**src/rtl/multicycle_control_unit_if.sv**
```systemverilog
// Bundle between the multicycle control unit and the datapath/instruction register:
// instruction fields and ALU flag in, every datapath enable and mux select out.
interface multicycle_control_unit_if #(
    parameter int ALUCTRL_W = 3
);
    logic [6:0]           op;
    logic [2:0]           funct3;
    logic                 funct7b5;
    logic                 zero;
    logic                 PCWrite;
    logic                 AdrSrc;
    logic                 MemWrite;
    logic                 IRWrite;
    logic [1:0]           ResultSrc;
    logic [1:0]           ALUSrcA;
    logic [1:0]           ALUSrcB;
    logic                 RegWrite;
    logic [1:0]           ImmSrc;
    logic [ALUCTRL_W-1:0] ALUControl;
    logic                 illegal;
    logic [3:0]           state_o;

    modport master (
        input  op, funct3, funct7b5, zero,
        output PCWrite, AdrSrc, MemWrite, IRWrite, ResultSrc, ALUSrcA, ALUSrcB,
               RegWrite, ImmSrc, ALUControl, illegal, state_o
    );

    modport slave (
        output op, funct3, funct7b5, zero,
        input  PCWrite, AdrSrc, MemWrite, IRWrite, ResultSrc, ALUSrcA, ALUSrcB,
               RegWrite, ImmSrc, ALUControl, illegal, state_o
    );
endinterface

```
**src/rtl/multicycle_control_unit.sv**
```systemverilog
// Moore control FSM for the multicycle RISC-V core with a split main/ALU decode.
// Optional macro BNE_EN: the branch state also resolves bne (taken on ~zero).
module multicycle_control_unit #(
    parameter int ALUCTRL_W = 3
) (
    input  logic                    clk,
    input  logic                    rst,
    multicycle_control_unit_if.master cu
);

    typedef enum logic [3:0] {
        FETCH    = 4'd0,
        DECODE   = 4'd1,
        MEMADR   = 4'd2,
        MEMREAD  = 4'd3,
        MEMWB    = 4'd4,
        MEMWRITE = 4'd5,
        EXECUTER = 4'd6,
        ALUWB    = 4'd7,
        EXECUTEI = 4'd8,
        JAL      = 4'd9,
        BEQ      = 4'd10
    } state_t;

    localparam logic [6:0] OP_LW   = 7'b0000011;
    localparam logic [6:0] OP_SW   = 7'b0100011;
    localparam logic [6:0] OP_RTYP = 7'b0110011;
    localparam logic [6:0] OP_ITYP = 7'b0010011;
    localparam logic [6:0] OP_JAL  = 7'b1101111;
    localparam logic [6:0] OP_BR   = 7'b1100011;

    state_t     state;
    state_t     next_state;
    logic       op_bad;
    logic       pc_update;
    logic       branch;
    logic       taken;
    logic       adr_src;
    logic       mem_write;
    logic       ir_write;
    logic       reg_write;
    logic [1:0] result_src;
    logic [1:0] alu_src_a;
    logic [1:0] alu_src_b;
    logic [1:0] alu_op;
    logic [1:0] imm_src;
    logic [2:0] alu_ctrl;

    always_ff @(posedge clk or posedge rst) begin
        if (rst) state <= FETCH;
        else     state <= next_state;
    end

    always_comb begin
        op_bad     = 1'b0;
        next_state = FETCH;
        case (state)
            FETCH:  next_state = DECODE;
            DECODE: begin
                case (cu.op)
                    OP_LW, OP_SW: next_state = MEMADR;
                    OP_RTYP:      next_state = EXECUTER;
                    OP_ITYP:      next_state = EXECUTEI;
                    OP_JAL:       next_state = JAL;
                    OP_BR:        next_state = BEQ;
                    default: begin
                        op_bad     = 1'b1;
                        next_state = FETCH;
                    end
                endcase
            end
            MEMADR:   next_state = (cu.op == OP_LW) ? MEMREAD : MEMWRITE;
            MEMREAD:  next_state = MEMWB;
            EXECUTER: next_state = ALUWB;
            EXECUTEI: next_state = ALUWB;
            JAL:      next_state = ALUWB;
            default:  next_state = FETCH;
        endcase
    end

    always_comb begin
        pc_update  = 1'b0;
        branch     = 1'b0;
        adr_src    = 1'b0;
        mem_write  = 1'b0;
        ir_write   = 1'b0;
        reg_write  = 1'b0;
        result_src = 2'b00;
        alu_src_a  = 2'b00;
        alu_src_b  = 2'b00;
        alu_op     = 2'b00;
        case (state)
            FETCH: begin
                ir_write   = 1'b1;
                alu_src_b  = 2'b10;
                result_src = 2'b10;
                pc_update  = 1'b1;
            end
            DECODE: begin
                alu_src_a = 2'b01;
                alu_src_b = 2'b10;
            end
            MEMADR: begin
                alu_src_a = 2'b10;
                alu_src_b = 2'b01;
            end
            MEMREAD:  adr_src = 1'b1;
            MEMWB: begin
                result_src = 2'b01;
                reg_write  = 1'b1;
            end
            MEMWRITE: begin
                adr_src   = 1'b1;
                mem_write = 1'b1;
            end
            EXECUTER: begin
                alu_src_a = 2'b10;
                alu_op    = 2'b10;
            end
            EXECUTEI: begin
                alu_src_a = 2'b10;
                alu_src_b = 2'b01;
                alu_op    = 2'b10;
            end
            ALUWB:    reg_write = 1'b1;
            JAL: begin
                alu_src_a = 2'b01;
                alu_src_b = 2'b10;
                pc_update = 1'b1;
            end
            BEQ: begin
                alu_src_a = 2'b10;
                alu_op    = 2'b01;
                branch    = 1'b1;
            end
            default: ;
        endcase
    end

    always_comb begin
`ifdef BNE_EN
        taken = (cu.funct3 == 3'b001) ? ~cu.zero : cu.zero;
`else
        taken = cu.zero;
`endif
    end

    always_comb begin
        case (cu.op)
            OP_SW:   imm_src = 2'b01;
            OP_BR:   imm_src = 2'b10;
            OP_JAL:  imm_src = 2'b11;
            default: imm_src = 2'b00;
        endcase
    end

    // ALU decode: funct3 only matters for ALUOp=10; sub needs an R-type op with bit 30 set
    always_comb begin
        alu_ctrl = 3'b000;
        case (alu_op)
            2'b01:   alu_ctrl = 3'b001;
            2'b10: begin
                case (cu.funct3)
                    3'b000:  alu_ctrl = (cu.op[5] & cu.funct7b5) ? 3'b001 : 3'b000;
                    3'b010:  alu_ctrl = 3'b101;
                    3'b110:  alu_ctrl = 3'b011;
                    3'b111:  alu_ctrl = 3'b010;
                    default: alu_ctrl = 3'b000;
                endcase
            end
            default: alu_ctrl = 3'b000;
        endcase
    end

    // Write enables are gated by rst so nothing commits while reset is held
    assign cu.PCWrite    = ~rst & (pc_update | (branch & taken));
    assign cu.IRWrite    = ~rst & ir_write;
    assign cu.MemWrite   = ~rst & mem_write;
    assign cu.RegWrite   = ~rst & reg_write;
    assign cu.illegal    = ~rst & op_bad;
    assign cu.AdrSrc     = adr_src;
    assign cu.ResultSrc  = result_src;
    assign cu.ALUSrcA    = alu_src_a;
    assign cu.ALUSrcB    = alu_src_b;
    assign cu.ImmSrc     = imm_src;
    assign cu.ALUControl = ALUCTRL_W'(alu_ctrl);
    assign cu.state_o    = state;

endmodule

```
**src/flat_wrapper.sv**
```systemverilog
// flat-port wrapper written by rule: the top's interface ports become plain ports
module multicycle_control_unit_flat 
#(
    parameter int ALUCTRL_W = 3
)
  (clk, rst, cu_op, cu_funct3, cu_funct7b5, cu_zero, cu_PCWrite, cu_AdrSrc, cu_MemWrite, cu_IRWrite, cu_ResultSrc, cu_ALUSrcA, cu_ALUSrcB, cu_RegWrite, cu_ImmSrc, cu_ALUControl, cu_illegal, cu_state_o);
  multicycle_control_unit_if #(.ALUCTRL_W(ALUCTRL_W)) cu_i ();
  input  logic clk;
  input  logic rst;
  input wire logic [$bits(cu_i.op)-1:0] cu_op;
  input wire logic [$bits(cu_i.funct3)-1:0] cu_funct3;
  input wire logic [$bits(cu_i.funct7b5)-1:0] cu_funct7b5;
  input wire logic [$bits(cu_i.zero)-1:0] cu_zero;
  output wire logic [$bits(cu_i.PCWrite)-1:0] cu_PCWrite;
  output wire logic [$bits(cu_i.AdrSrc)-1:0] cu_AdrSrc;
  output wire logic [$bits(cu_i.MemWrite)-1:0] cu_MemWrite;
  output wire logic [$bits(cu_i.IRWrite)-1:0] cu_IRWrite;
  output wire logic [$bits(cu_i.ResultSrc)-1:0] cu_ResultSrc;
  output wire logic [$bits(cu_i.ALUSrcA)-1:0] cu_ALUSrcA;
  output wire logic [$bits(cu_i.ALUSrcB)-1:0] cu_ALUSrcB;
  output wire logic [$bits(cu_i.RegWrite)-1:0] cu_RegWrite;
  output wire logic [$bits(cu_i.ImmSrc)-1:0] cu_ImmSrc;
  output wire logic [$bits(cu_i.ALUControl)-1:0] cu_ALUControl;
  output wire logic [$bits(cu_i.illegal)-1:0] cu_illegal;
  output wire logic [$bits(cu_i.state_o)-1:0] cu_state_o;
  assign cu_i.op = cu_op;
  assign cu_i.funct3 = cu_funct3;
  assign cu_i.funct7b5 = cu_funct7b5;
  assign cu_i.zero = cu_zero;
  assign cu_PCWrite = cu_i.PCWrite;
  assign cu_AdrSrc = cu_i.AdrSrc;
  assign cu_MemWrite = cu_i.MemWrite;
  assign cu_IRWrite = cu_i.IRWrite;
  assign cu_ResultSrc = cu_i.ResultSrc;
  assign cu_ALUSrcA = cu_i.ALUSrcA;
  assign cu_ALUSrcB = cu_i.ALUSrcB;
  assign cu_RegWrite = cu_i.RegWrite;
  assign cu_ImmSrc = cu_i.ImmSrc;
  assign cu_ALUControl = cu_i.ALUControl;
  assign cu_illegal = cu_i.illegal;
  assign cu_state_o = cu_i.state_o;
  multicycle_control_unit #(.ALUCTRL_W(ALUCTRL_W)) u_core (.clk(clk), .rst(rst), .cu(cu_i));
endmodule
```
**config.mk**
```make
export PLATFORM = sky130hd
export DESIGN_NAME = multicycle_control_unit_flat
export DESIGN_NICKNAME = d
export VERILOG_FILES = /design/src/rtl/multicycle_control_unit_if.sv /design/src/rtl/multicycle_control_unit.sv /design/src/flat_wrapper.sv
export SDC_FILE = /design/constraint.sdc
export NUM_CORES = 1
export LEC_CHECK = 0
export CORE_MARGIN = 2
export CORE_UTILIZATION = 34
export CTS_CLUSTER_DIAMETER = 80
export CTS_CLUSTER_SIZE = 30
export DETAILED_ROUTE_END_ITERATION = 8
export PLACE_DENSITY_LB_ADDON = 0.25
export SLEW_MARGIN = 20
export SYNTH_ARGS = -nofsm -noshare
export SYNTH_HDL_FRONTEND = slang
export SYNTH_SLANG_ARGS = --single-unit
```
**constraint.sdc**
```tcl
create_clock -name clk -period 1.7 [get_ports clk]
set_clock_uncertainty 0.1 [all_clocks]
set_input_delay 0.34 -clock clk [delete_from_list [all_inputs] [get_ports clk]]
set_output_delay 0.34 -clock clk [all_outputs]
set_load 0.02 [all_outputs]
```
After elaboration in Yosys (flattened, before gate mapping) --
Cells that the tools add are included.
Storage, ports and cells: register bits 4, output and inout port bits 21, word-level logic and storage cells 63
Operators by class: equality and inequality tests 21, multiplexer cells 19, bitwise operators 9, reduce and logical (&&, ||, !) cells 13
Operators with widths (count):
- case mux 4 bit (5 select lines) | 2
- == test 4 x 3 -> 1 bit, second input constant | 4
- case mux 2 bit (2 select lines) | 4
- == test 7 x 6 -> 1 bit, second input constant | 2
- == test 7 bit, second input constant | 2
- OR reduction 2 bit | 7
- == test 4 bit, second input constant | 3
- case mux 3 bit (4 select lines) | 1
- two-way mux 1 bit | 9
- == test 4 x 2 -> 1 bit, second input constant | 2
- AND 1 bit | 7
- == test 7 x 2 -> 1 bit, second input constant | 1
- == test 7 x 5 -> 1 bit, second input constant | 1
- == test 3 bit, second input constant | 2
- case mux 2 bit (3 select lines) | 1
- case mux 3 bit (2 select lines) | 1
- OR reduction 3 bit | 2
- OR reduction 6 bit | 1
- == test 4 x 1 -> 1 bit, second input constant | 1
- zero test 4 bit | 1
- OR reduction 4 bit | 1
- == test 3 x 2 -> 1 bit, second input constant | 1
- zero test 3 bit | 1
- two-way mux 3 bit | 1
- other kinds (4) | 4

Depth between registers and ports, before layout --
depth after elaboration 5, mapped depth 8

Worst setup path after synthesis --
No wires, ideal clock.
path kind register -> output, start reg u_core.state[1], in the netlist u_core.cu.state_o[1], end out cu_ALUControl[2], data arrival time 1.989 ns, required time 1.260 ns, setup slack -0.729 ns, cell stages (with the launch flop) 7, buffers on the path 1, cell sequence dfrtp_1 buf_2 nor2_1 nand2_1 a21oi_1 ha_1 nor4_1
Between the ends: longest elaborated chain between the ends 5, elaborated cells on any way between the ends 8, those cells by class 5 x eq/ne; 2 x mux; 1 x reduce/logical
Ends and longest elaborated chain:
- start, declared | RTL line multicycle_control_unit.sv:32 | state_t state;
- start signal, assigned | RTL line multicycle_control_unit.sv:51 | else state <= next_state;
- == test 4 x 3 -> 1 bit or == test 4 bit (tied branches) | RTL line multicycle_control_unit.sv:92 | case (state)
- OR reduction 2 bit (no source line)
- case mux 2 bit (2 select lines) * | RTL line multicycle_control_unit.sv:92
- == test 2 bit or == test 2 x 1 -> 1 bit (tied branches) | RTL line multicycle_control_unit.sv:160 | case (alu_op)
- case mux 3 bit (2 select lines) * | RTL line multicycle_control_unit.sv:160
- end, declared | RTL line flat_wrapper.sv:23 | output wire logic [$bits(cu_i.ALUControl)-1:0] cu_ALUControl;
Every way passes the cells marked *; elsewhere a longest branch is shown, timed or not.

Worst setup path after layout --
start reg u_core.state[3], in the netlist u_core.cu.state_o[3], end out cu_ALUControl[0]
Same word-level chain as after synthesis.

==> results.json <==
{
  "status": "finished with violations",
  "violations": "negative setup slack",
  "synth_top_area_frac": 0.1613,
  "synth_fp_nets": 100,
  "synth_area_leaders": "dfrtp_1 16%, inv_1 4.2%, nand2_1 4.2%",
  "syn_inst": 84,
  "grt_max_degree": 15,
  "dieHeight_um": 46.73,
  "dieArea_um2": 2183,
  "hpwl_um": 1656,
  "grt_antenna_before_repair": 0,
  "comb_power_share": 0.762,
  "yosys_warnings": 0,
  "clock_latency_ns": 0.27,
  "gp_congestion": 0.8845,
  "finalHoldViolations": 0,
  "rows": 15,
  "ys_seq_area_frac": 0.1613,
  "grt_usage": 0.2877,
  "layout-drive-gt1-share": 0.6306,
  "nNetsFinal": 174,
  "synth_flop_cell": "dfrtp_1",
  "path_class": "reg2out",
  "io_buffers": 34,
  "setup_violations": 17,
  "min_period_ns": 2.277,
  "p_per_area_nw_per_um2": 819.4,
  "cts_buffers": 3,
  "grt_pass1_wl_um": 4360,
  "worst_setup_path_start_kind": "flip-flop",
  "firstDrtPassIters": 4,
  "avgSynthCellArea_um2": 7.388,
  "grt_pass1_vias": 957,
  "drc_errors": 0,
  "max_freq_mhz": 439.2,
  "power.share.clock": 0.128,
  "rsz0062_at_grt": "yes",
  "synth_compound_area_frac": 0.2177,
  "arrival_ns": 1.84,
  "ant_nets": 0,
  "drv_cap": 0,
  "switching_power_uw": 543.0,
  "layout_setup_ws_ns": -0.5770,
  "core_area_um2": 1727,
  "clockBufferDepth": 2,
  "syn-cell-area_um2": 620.6,
  "cp.required_ns": 1.26,
  "synth_top_family_by_area": "simple AND/OR/NAND/NOR gates",
  "avgViaCountPerCell": 5.742,
  "whs_ns": 0.3788,
  "ys_seq_elements": 4,
  "maxSlewHeadroom": 0.6677,
  "p_total_mw": 1.248,
  "vias": 1045,
  "drtIter0Drc": 30,
  "yosys.area_share.simple": 0.4274,
  "die_w_um": 46.73,
  "num-fill-cells": 92,
  "synthAdderAreaFrac": 0.04032,
  "yosysUniqueCellTypes": 40,
  "slew_viol_final": 0,
  "htree_levels": 1,
  "hold_path.class": "in2async",
  "yosys.area_share.xor_xnor": 0.05645,
  "cp-end-kind": "primary output",
  "cts-root-buf": "clkbuf_4",
  "yosys-mux-area-fraction": 0,
  "period_share": 1.339,
  "worstMarginPinSlew_ns": 0.4858,
  "path_clk_slew_ns": 0.05,
  "yosys.area.top_type": "dfrtp_1",
  "seqPwrFrac": 0.110,
  "worstPathMaxFanout": 3,
  "wl_per_cell_um": 18.52,
  "wl_um": 3370,
  "cts_tree": "done",
  "cellLeakagePower_nw": 0.7005,
  "ir_drop_mv": 0.5696,
  "p_sw_frac": 0.4352,
  "p_int_uw": 704.7,
  "io_pins": 35,
  "cts.sinks": 4,
  "gr-total-overflow": 0,
  "async_reset_ff_frac": 1.000,
  "synthToLayoutAreaGrowth_pct": 145.4,
  "largest_register_ffs": 4,
  "start_util": 0.3594,
  "num_antenna_cells": 0,
  "synth_edf_count": 0,
  "postCtsHoldBufs": 0
}
## critical path, stage by stage, from the launching register on
cell and delay [ns]:
dfrtp_2 0.44, nor2b_4 0.15, nand2_1 0.13, a21oi_4 0.19, ha_4 0.16, nor2b_4 0.15, o21ai_2 0.07, a21oi_2 0.16
buf_6 0.13
## routing by layer
layer  vias up  global-route usage  routed length [um]
met5         -                   0                   0
met4         0              0.1222                 165
met3        20             0.04706                 240
met2        74              0.5806                1767
met1       494              0.2814                1197
li1        457                   -                   -
## cell type report
cell class | count | area (um2) | share of cell area
clock buffers | 4 | 26.28 | 0.01726
inverters | 7 | 28.78 | 0.01890
multi-input cells | 67 | 658.1 | 0.4322
flip-flops and latches | 4 | 103.9 | 0.06820
well taps | 25 | 31.28 | 0.02054
repair buffers | 75 | 674.4 | 0.4429
## timing repair
item	in CTS	in global routing
buffers inserted	12	8
pin swaps	16	18
endpoints found under the setup margin	22	21
gates resized for setup	124	39
## path summary, 6_finish.rpt
| check | cells past startpoint | from | end | slack, ns |
|---|---|---|---|---|
| worst max-delay path | 8 | u_core.cu.state_o[3] | cu_ALUControl[0] | -0.58 |
| worst min-delay path | 3 | rst | u_core.cu.state_o[1] | 0.38 |
| worst max register to register | 7 | u_core.cu.state_o[0] | u_core.cu.state_o[2] | -0.18 |
| worst min register to register | 3 | u_core.cu.state_o[2] | u_core.cu.state_o[1] | 0.71 |
| max in group asynchronous | 3 | rst | u_core.cu.state_o[2] | 1.00 |
| min in group clk | 4 | cu_op[3] | u_core.cu.state_o[1] | 0.45 |
## synthesized netlist by cell type, drive strengths merged (2+ instances only)
library cell	count
a211oi	2
a21oi	3
and2	3
and3	2
and4	2
buf	4
clkbuf	2
dfrtp	4
ha	2
inv	7
nand2	7
nand3	3
nand3b	2
nand4	2
nor2	4
nor2b	4
nor3	5
nor3b	2
nor4	2
o21ai	3
xnor2	3
## stage by stage
step / cells / util / TNS (ns) / instance area, um2 / setup slack (ns)
2_1_floorplan: 84 / - / -1.267 / 693.2 / -0.3454
3_3_place_gp: 161 / 0.6942 / -7.315 / 1199 / -0.7175
3_5_place_dp: 161 / 0.6942 / -7.880 / 1199 / -0.7689
4_1_cts: 177 / 0.8014 / -2.815 / 1384 / -0.5058
5_1_grt: 182 / 0.8819 / -4.811 / 1523 / -0.6086
6_report: 182 / 0.8819 / -4.157 / 1523 / -0.5770
## layout by cell type, fill, tap and decap left out, drive strengths merged, types with 4 or more instances in the layout
master | Yosys | routed
dlygate4sd2 | 0 | 8
buf | 4 | 58
clkbuf | 2 | 6
inv | 7 | 7
clkdlybuf4s50 | 0 | 6
nor3 | 5 | 5
nand2 | 7 | 7
nor2b | 4 | 4
dfrtp | 4 | 4
nor2 | 4 | 4
## cells by family (layout without fill, tap and decap cells)
logic type | Yosys count | count (layout)
DFF | 4 | 4
and+or+nand+nor | 43 | 43
xor gates and xnor gates | 4 | 4
AOI/OAI and AO/OA | 18 | 18
buffers and inverters | 13 | 86
adders and majority gates | 2 | 2
## power by group through the flow
| stage | sequential, mW | clock (mW) | combinational, mW |
|---|---|---|---|
| 3_3_place_gp | 0.129 | 0 | 0.601 |
| 2_1_floorplan | 0.148 | 0 | 0.319 |
| 5_1_grt | 0.136 | 0.167 | 0.996 |
| 6_report | 0.137 | 0.160 | 0.951 |
| 3_5_place_dp | 0.130 | 0 | 0.615 |
| 4_1_cts | 0.132 | 0.138 | 0.768 |
No activity file was read; power rests on OpenSTA's default activity.
